[config.mk]
export PLATFORM = sky130hd
export DESIGN_NAME = sum_entry_ctrl
export DESIGN_NICKNAME = d
export VERILOG_FILES = /design/src/rtl/sum_ctrl_pkg.sv /design/src/rtl/key_event_det.sv /design/src/rtl/sum_entry_ctrl.sv
export SDC_FILE = /design/constraint.sdc
export NUM_CORES = 1
export LEC_CHECK = 0
export BUFFER_PORTS_ARGS = -buffer_cell sky130_fd_sc_hd__buf_2
export CORE_MARGIN = 4
export CORE_UTILIZATION = 57
export CTS_CLUSTER_DIAMETER = 30
export CTS_CLUSTER_SIZE = 40
export DETAILED_ROUTE_END_ITERATION = 8
export GPL_TIMING_DRIVEN = 0
export HOLD_SLACK_MARGIN = 0.02
export PLACE_DENSITY_LB_ADDON = 0.2
export SYNTH_ARGS = -nofsm -noshare
export SYNTH_HDL_FRONTEND = slang
export SYNTH_SLANG_ARGS = --single-unit
[constraint.sdc]
create_clock -name clk -period 2.7 [get_ports clk]
set_input_delay 0.27 -clock clk [delete_from_list [all_inputs] [get_ports clk]]
set_output_delay 0.27 -clock clk [all_outputs]
set_load 0.02 [all_outputs]
[src/rtl/sum_ctrl_pkg.sv]
// Shared key map, FSM state encoding and default sizes for the keypad BCD-add controller.
package sum_ctrl_pkg;

    localparam int unsigned NDIG_DEF = 3;
    localparam int unsigned KW_DEF   = 4;

    localparam logic [3:0] KEY_PLUS = 4'hA;
    localparam logic [3:0] KEY_EQ   = 4'hB;
    localparam logic [3:0] KEY_CLR  = 4'hC;

    typedef enum logic [1:0] {
        ENTER_A  = 2'b00,
        ENTER_B  = 2'b01,
        WAIT_SUM = 2'b10,
        SHOW     = 2'b11
    } ctrl_state_t;

    function automatic logic is_digit(input logic [3:0] code);
        return code <= 4'h9;
    endfunction

endpackage

[src/rtl/key_event_det.sv]
// Synchronizes the raw keypad level and emits one event per press with its captured code.
module key_event_det
    import sum_ctrl_pkg::*;
#(
    parameter int unsigned KW = KW_DEF
) (
    input  logic          clk,
    input  logic          rst_n,
    input  logic [KW-1:0] key_code_i,
    input  logic          key_pressed_i,
    output logic          key_evt_o,
    output logic [KW-1:0] key_val_o
);

    logic [1:0]    sync_q;
    logic          lvl_prev_q;
    logic [KW-1:0] code_s1_q;
    logic [KW-1:0] code_s2_q;

    // The code follows the same two-stage path as the level so both line up at the event.
    always_ff @(posedge clk or negedge rst_n) begin
        if (!rst_n) begin
            sync_q     <= '0;
            lvl_prev_q <= 1'b0;
            code_s1_q  <= '0;
            code_s2_q  <= '0;
        end else begin
            sync_q     <= {sync_q[0], key_pressed_i};
            lvl_prev_q <= sync_q[1];
            code_s1_q  <= key_code_i;
            code_s2_q  <= code_s1_q;
        end
    end

    assign key_evt_o = sync_q[1] & ~lvl_prev_q;
    assign key_val_o = code_s2_q;

endmodule

[src/rtl/sum_entry_ctrl.sv]
// Keypad entry FSM: builds BCD operands A and B, runs one add handshake, shows the sum.
//   state    | meaning
//   ENTER_A  | digits shift into operand A
//   ENTER_B  | digits shift into operand B
//   WAIT_SUM | add_req held, waiting for add_ack
//   SHOW     | latched sum on display
module sum_entry_ctrl
    import sum_ctrl_pkg::*;
#(
    parameter int unsigned NDIG = NDIG_DEF,
    parameter int unsigned KW   = KW_DEF
) (
    input  logic                clk,
    input  logic                rst_n,
    input  logic [KW-1:0]       key_code_i,
    input  logic                key_pressed_i,
    output logic [4*NDIG-1:0]   op_a_o,
    output logic [4*NDIG-1:0]   op_b_o,
    output logic                add_req_o,
    input  logic                add_ack_i,
    input  logic [4*NDIG+3:0]   add_sum_i,
    output logic [4*NDIG+3:0]   disp_val_o,
    output logic [1:0]          phase_o
);

    localparam int unsigned CW = $clog2(NDIG + 1);
    localparam logic [CW-1:0] CNT_MAX = CW'(NDIG);

    logic          key_evt;
    logic [KW-1:0] key_val;
    logic [3:0]    key_nib;

    ctrl_state_t         state_q, state_d;
    logic [4*NDIG-1:0]   op_a_q, op_a_d;
    logic [4*NDIG-1:0]   op_b_q, op_b_d;
    logic [CW-1:0]       cnt_a_q, cnt_a_d;
    logic [CW-1:0]       cnt_b_q, cnt_b_d;
    logic [4*NDIG+3:0]   result_q, result_d;
    logic                add_req_q, add_req_d;

    key_event_det #(.KW(KW)) u_key_det (
        .clk           (clk),
        .rst_n         (rst_n),
        .key_code_i    (key_code_i),
        .key_pressed_i (key_pressed_i),
        .key_evt_o     (key_evt),
        .key_val_o     (key_val)
    );

    assign key_nib = key_val[3:0];

    always_ff @(posedge clk or negedge rst_n) begin
        if (!rst_n) begin
            state_q   <= ENTER_A;
            op_a_q    <= '0;
            op_b_q    <= '0;
            cnt_a_q   <= '0;
            cnt_b_q   <= '0;
            result_q  <= '0;
            add_req_q <= 1'b0;
        end else begin
            state_q   <= state_d;
            op_a_q    <= op_a_d;
            op_b_q    <= op_b_d;
            cnt_a_q   <= cnt_a_d;
            cnt_b_q   <= cnt_b_d;
            result_q  <= result_d;
            add_req_q <= add_req_d;
        end
    end

    always_comb begin
        state_d   = state_q;
        op_a_d    = op_a_q;
        op_b_d    = op_b_q;
        cnt_a_d   = cnt_a_q;
        cnt_b_d   = cnt_b_q;
        result_d  = result_q;
        add_req_d = add_req_q;

        unique case (state_q)
            ENTER_A: begin
                if (key_evt && is_digit(key_nib)) begin
                    if (cnt_a_q < CNT_MAX) begin
                        op_a_d  = {op_a_q[4*NDIG-5:0], key_nib};
                        cnt_a_d = cnt_a_q + CW'(1);
                    end
                end else if (key_evt && key_nib == KEY_PLUS) begin
                    state_d = ENTER_B;
                    op_b_d  = '0;
                    cnt_b_d = '0;
                end
            end
            ENTER_B: begin
                if (key_evt && is_digit(key_nib)) begin
                    if (cnt_b_q < CNT_MAX) begin
                        op_b_d  = {op_b_q[4*NDIG-5:0], key_nib};
                        cnt_b_d = cnt_b_q + CW'(1);
                    end
                end else if (key_evt && key_nib == KEY_EQ) begin
                    state_d   = WAIT_SUM;
                    add_req_d = 1'b1;
                end
            end
            WAIT_SUM: begin
                if (add_ack_i) begin
                    result_d  = add_sum_i;
                    add_req_d = 1'b0;
                    state_d   = SHOW;
                end
            end
            SHOW: begin
                // A digit here starts a fresh calculation with that digit already entered in A.
                if (key_evt && is_digit(key_nib)) begin
                    op_a_d  = {{(4*NDIG-4){1'b0}}, key_nib};
                    cnt_a_d = CW'(1);
                    op_b_d  = '0;
                    cnt_b_d = '0;
                    state_d = ENTER_A;
                end
            end
            default: state_d = ENTER_A;
        endcase

        if (key_evt && key_nib == KEY_CLR) begin
            state_d   = ENTER_A;
            op_a_d    = '0;
            op_b_d    = '0;
            cnt_a_d   = '0;
            cnt_b_d   = '0;
            result_d  = '0;
            add_req_d = 1'b0;
        end
    end

    always_comb begin
        disp_val_o = {4'h0, op_a_q};
        unique case (state_q)
            ENTER_A:           disp_val_o = {4'h0, op_a_q};
            ENTER_B, WAIT_SUM: disp_val_o = {4'h0, op_b_q};
            SHOW:              disp_val_o = result_q;
            default:           disp_val_o = {4'h0, op_a_q};
        endcase
    end

    assign op_a_o    = op_a_q;
    assign op_b_o    = op_b_q;
    assign add_req_o = add_req_q;
    assign phase_o   = state_q;

endmodule

==> reports/metrics.csv <==
stage;metric;value;unit
status;status;complete, but fails checks;
status;violations;hold timing;
floorplanning;start_util;60.1;%
critical_path;crit_slowest_cell;dfrtp_1;
sta;max_freq;407;MHz
layout;nFillCells;339;
synthesis;synth_area_leaders;dfrtp_1 54%, nand2_1 7.7%, a22o_1 6.2%, a21oi_1 3.8%, a22oi_1 2.8%;
synthesis;synth_common_cells;58 x dfrtp_1, 55 x nand2_1, 20 x a21oi_1, 19 x a22o_1, 13 x o21ai_0;
synthesis;yosys_warnings;0;
synthesis;synth_fa_ha_area_share;2.81;%
clock_network;clkTransAtPathRegs;0.06;ns
detailed_routing;route.detailed.drc;0;
power;comb_power_share;43.4;%
layout;syn_to_final_growth;22.6;%
floorplanning;core_area;4440;um2
layout;layout-drive-gt1-share;31.1;%
synthesis;avgSynthCellArea;10.9;um2
clock_network;hold_buffers;0;
floorplanning;rows;24;
clock_network;cts_root_buf;clkbuf_8;
sta;worst-slew-pin-transition;0.700;ns
synthesis;synth-seq-area-share;54.4;%
critical_path;timing.critical_path.buf_inv;3;
detailed_routing;ant_nets;0;
power;swShare;41.5;%
power;p_int;2.26;mW
global_routing;grt_pass1_wl;10400;um
detailed_routing;initialDrtViolationCount;152;
critical_path;crit_chain;inv_1 > ha_1 > clkbuf_1 > a22oi_1 > o21ai_0 > buf_2;
synthesis;synth_cell_types;33;
sta;tns;0;ns
critical_path;crit_required;2.43;ns
layout;antenna_cells;0;
clock_network;cts_made_buffers;9;
synthesis;synthXorXnorAreaFrac;0;%
sta;hold_viol;29;
critical_path;regToRegSetupSlack;0.55;ns
global_routing;grt_max_degree;59;
power;switchingPower;1.60;mW
clock_network;cts_max_path_buffers;2;
job;maxCapViolCount;0;
synthesis;synth_nets;274;
synthesis;synthCells;244;
synthesis;yosys.area.top_type_share;54.4;%
synthesis;synth-edff-count;0;
floorplanning;die_w;76.4;um
critical_path;critPathArrivalTime;2.19;ns
critical_path;start_kind;flip-flop;
detailed_routing;wl_per_cell;16.6;um
power;peakVddDrop;0.000554;V
sta;max-slew-margin-rel;53.3;%
synthesis;synth_compound_area_share;20.9;%
synthesis;synth_top_family_by_area;compound AO/OA/AOI/OAI gates;
clock_network;cts_tree;done;
power;p_seq_share;35.3;%
synthesis;yosysMostFrequentCell;dfrtp_1;
power;p_leak;1.64;nW
sta;fin_crit_sh;91.0;%
placement;dp_hpwl;4460;um
detailed_routing;routed_wl;6260;um
floorplanning;die_h;76.4;um
critical_path;crit_type;reg2out;
placement;gp_congestion;0.863;
layout;nNetsFinal;351;
power;clockPowerShare;21.3;%
critical_path;endpoint_kind;output pin;
clock_network;clock-sinks;58;
power;power_density;1180;nW/um2
critical_path;critical_path.max_stage_delay;0.41;ns
min_path;min_path_type;in2async;
sta;period_needed;2.46;ns
clock_network;insertion_delay;0.34;ns
detailed_routing;via_per_inst;5.79;
global_routing;grt_use_total;22.7;%
power;total_power;3.86;mW
floorplanning;ios;67;
synthesis;synth.area.mux_share;4.36;%
global_routing;gr-total-overflow;0;
synthesis;synth_area_leader_cell;dfrtp_1;
synthesis;synth-simple-area-share;13.5;%
sta;finalSetupViolations;0;
placement;port_buffers;66;
clock_network;post_cts_buffers;0;
global_routing;antenna_found_initial;0;
detailed_routing;drt_pass1_iterations;5;
clock_network;ctsResizeCount;0;
synthesis;async_flop_share;100;%
sta;drv_slew;0;
detailed_routing;via_count;2183;
global_routing;grt_pass1_vias;2079;
synthesis;synth_ff_type;dfrtp_1;
sta;clock_skew;0.00568;ns
synthesis;ys_ff_latch;58;
sta;rsz0062_at_grt;false;
critical_path;critPathTopFamily;buffers and inverters;
sta;hold_ws;-0.0250;ns
synthesis;synth_area;2670;um2
critical_path;crit_fanout;10;
clock_network;htreeDepth;3;
floorplanning;dieArea;5840;um2
## power groups by stage
stage,Combinational [mW],Sequential (mW),Clock [mW]
2_1_floorplan,1.04,1.46,0
3_3_place_gp,1.62,1.36,0
3_5_place_dp,1.66,1.37,0
4_1_cts,1.67,1.35,0.828
5_1_grt,1.83,1.39,0.878
6_report,1.67,1.36,0.823
## worst paths after layout
check / startpoint / endpoint / depth (start not counted)
min in group clk: key_code_i[3] / u_key_det.code_s1_q[3] / 1
worst max-delay path: phase_o[0] / disp_val_o[1] / 6
worst min-delay path: rst_n / op_a_o[5] / 1
worst min register to register: u_key_det.code_s1_q[3] / u_key_det.key_val_o[3] / 0
worst max register to register: phase_o[0] / op_b_o[8] / 8
max in group asynchronous: rst_n / phase_o[1] / 1
## per-stage QoR
step | hold WS [ns] | cells | utilization [%] | area, um2 | setup slack (ns)
after detailed placement | 0.335 | 362 | 68.9 | 3060 | 0.645
after global routing | 0.0255 | 377 | 73.6 | 3270 | 0.0707
after global placement | 0.332 | 362 | 68.9 | 3060 | 0.664
after floorplan | -0.0256 | 244 | - | 2670 | 0.629
after CTS | 0.0309 | 377 | 73.5 | 3270 | 0.300
final | -0.0250 | 377 | 73.6 | 3270 | 0.244
## metal layers
metal / vias up / GRT usage (%) / share of wire [%]
li1: 1020 / - / -
met1: 1051 / 30.9 / 44
met2: 102 / 33.7 / 46
met3: 10 / 7.09 / 8.3
met4: 0 / 9.42 / 1.9
met5: - / 0 / 0
## worst reg2reg max path, cell delays in order (launching register included)
cell and delay (ns):
dfrtp_1 0.42, inv_1 0.10, ha_1 0.18, clkbuf_1 0.36, inv_1 0.15, a31oi_4 0.25
o31a_1 0.22, buf_2 0.24, a22o_1 0.16
## area by class of cell
class | count | area, um2 | share of cell area (%)
Inverter | 9 | 33.8 | 1.03
Sequential cell | 58 | 1450 | 44.4
Timing Repair Buffer | 66 | 333 | 10.2
Buffer | 14 | 75.1 | 2.30
Tap cell | 52 | 65.1 | 1.99
Clock buffer | 13 | 169 | 5.16
Clock inverter | 2 | 35.0 | 1.07
Multi-Input combinational cell | 163 | 1110 | 33.9
## placed cells by master (no fill, tap or decap), types with 2 or more instances in the layout
master    count
ha_1          6
nand2b_1      3
inv_1         9
a22o_1       19
and2_1        5
clkbuf_8     12
dfrtp_1      58
mux2i_1       6
mux2_2        5
buf_2        68
clkbuf_1      9
buf_6         2
a31oi_4       2
a21oi_1      20
o31a_1        3
buf_4         2
o21ai_0      13
nand2_1      55
a22oi_1      10
a221oi_1      2
## registers in the layout, summed over array words and instances (netlist names)
register and flops:
add_req_o 1, cnt_a_q 2, cnt_b_q 2, op_a_o 12, op_b_o 12, phase_o 2
result_q 16, u_key_det.code_s1_q 4, u_key_det.key_val_o 4, u_key_det.lvl_prev_q 1, u_key_det.sync_q 2
## kinds of logic after synthesis
kind of cell               Yosys count
AOI/OAI and AO/OA                   74
DFF                                 58
and+or+nand+nor                     72
muxes                               11
adders and majority gates            6
buffers and inverters               23
No activity file was read; power rests on OpenSTA's default activity.
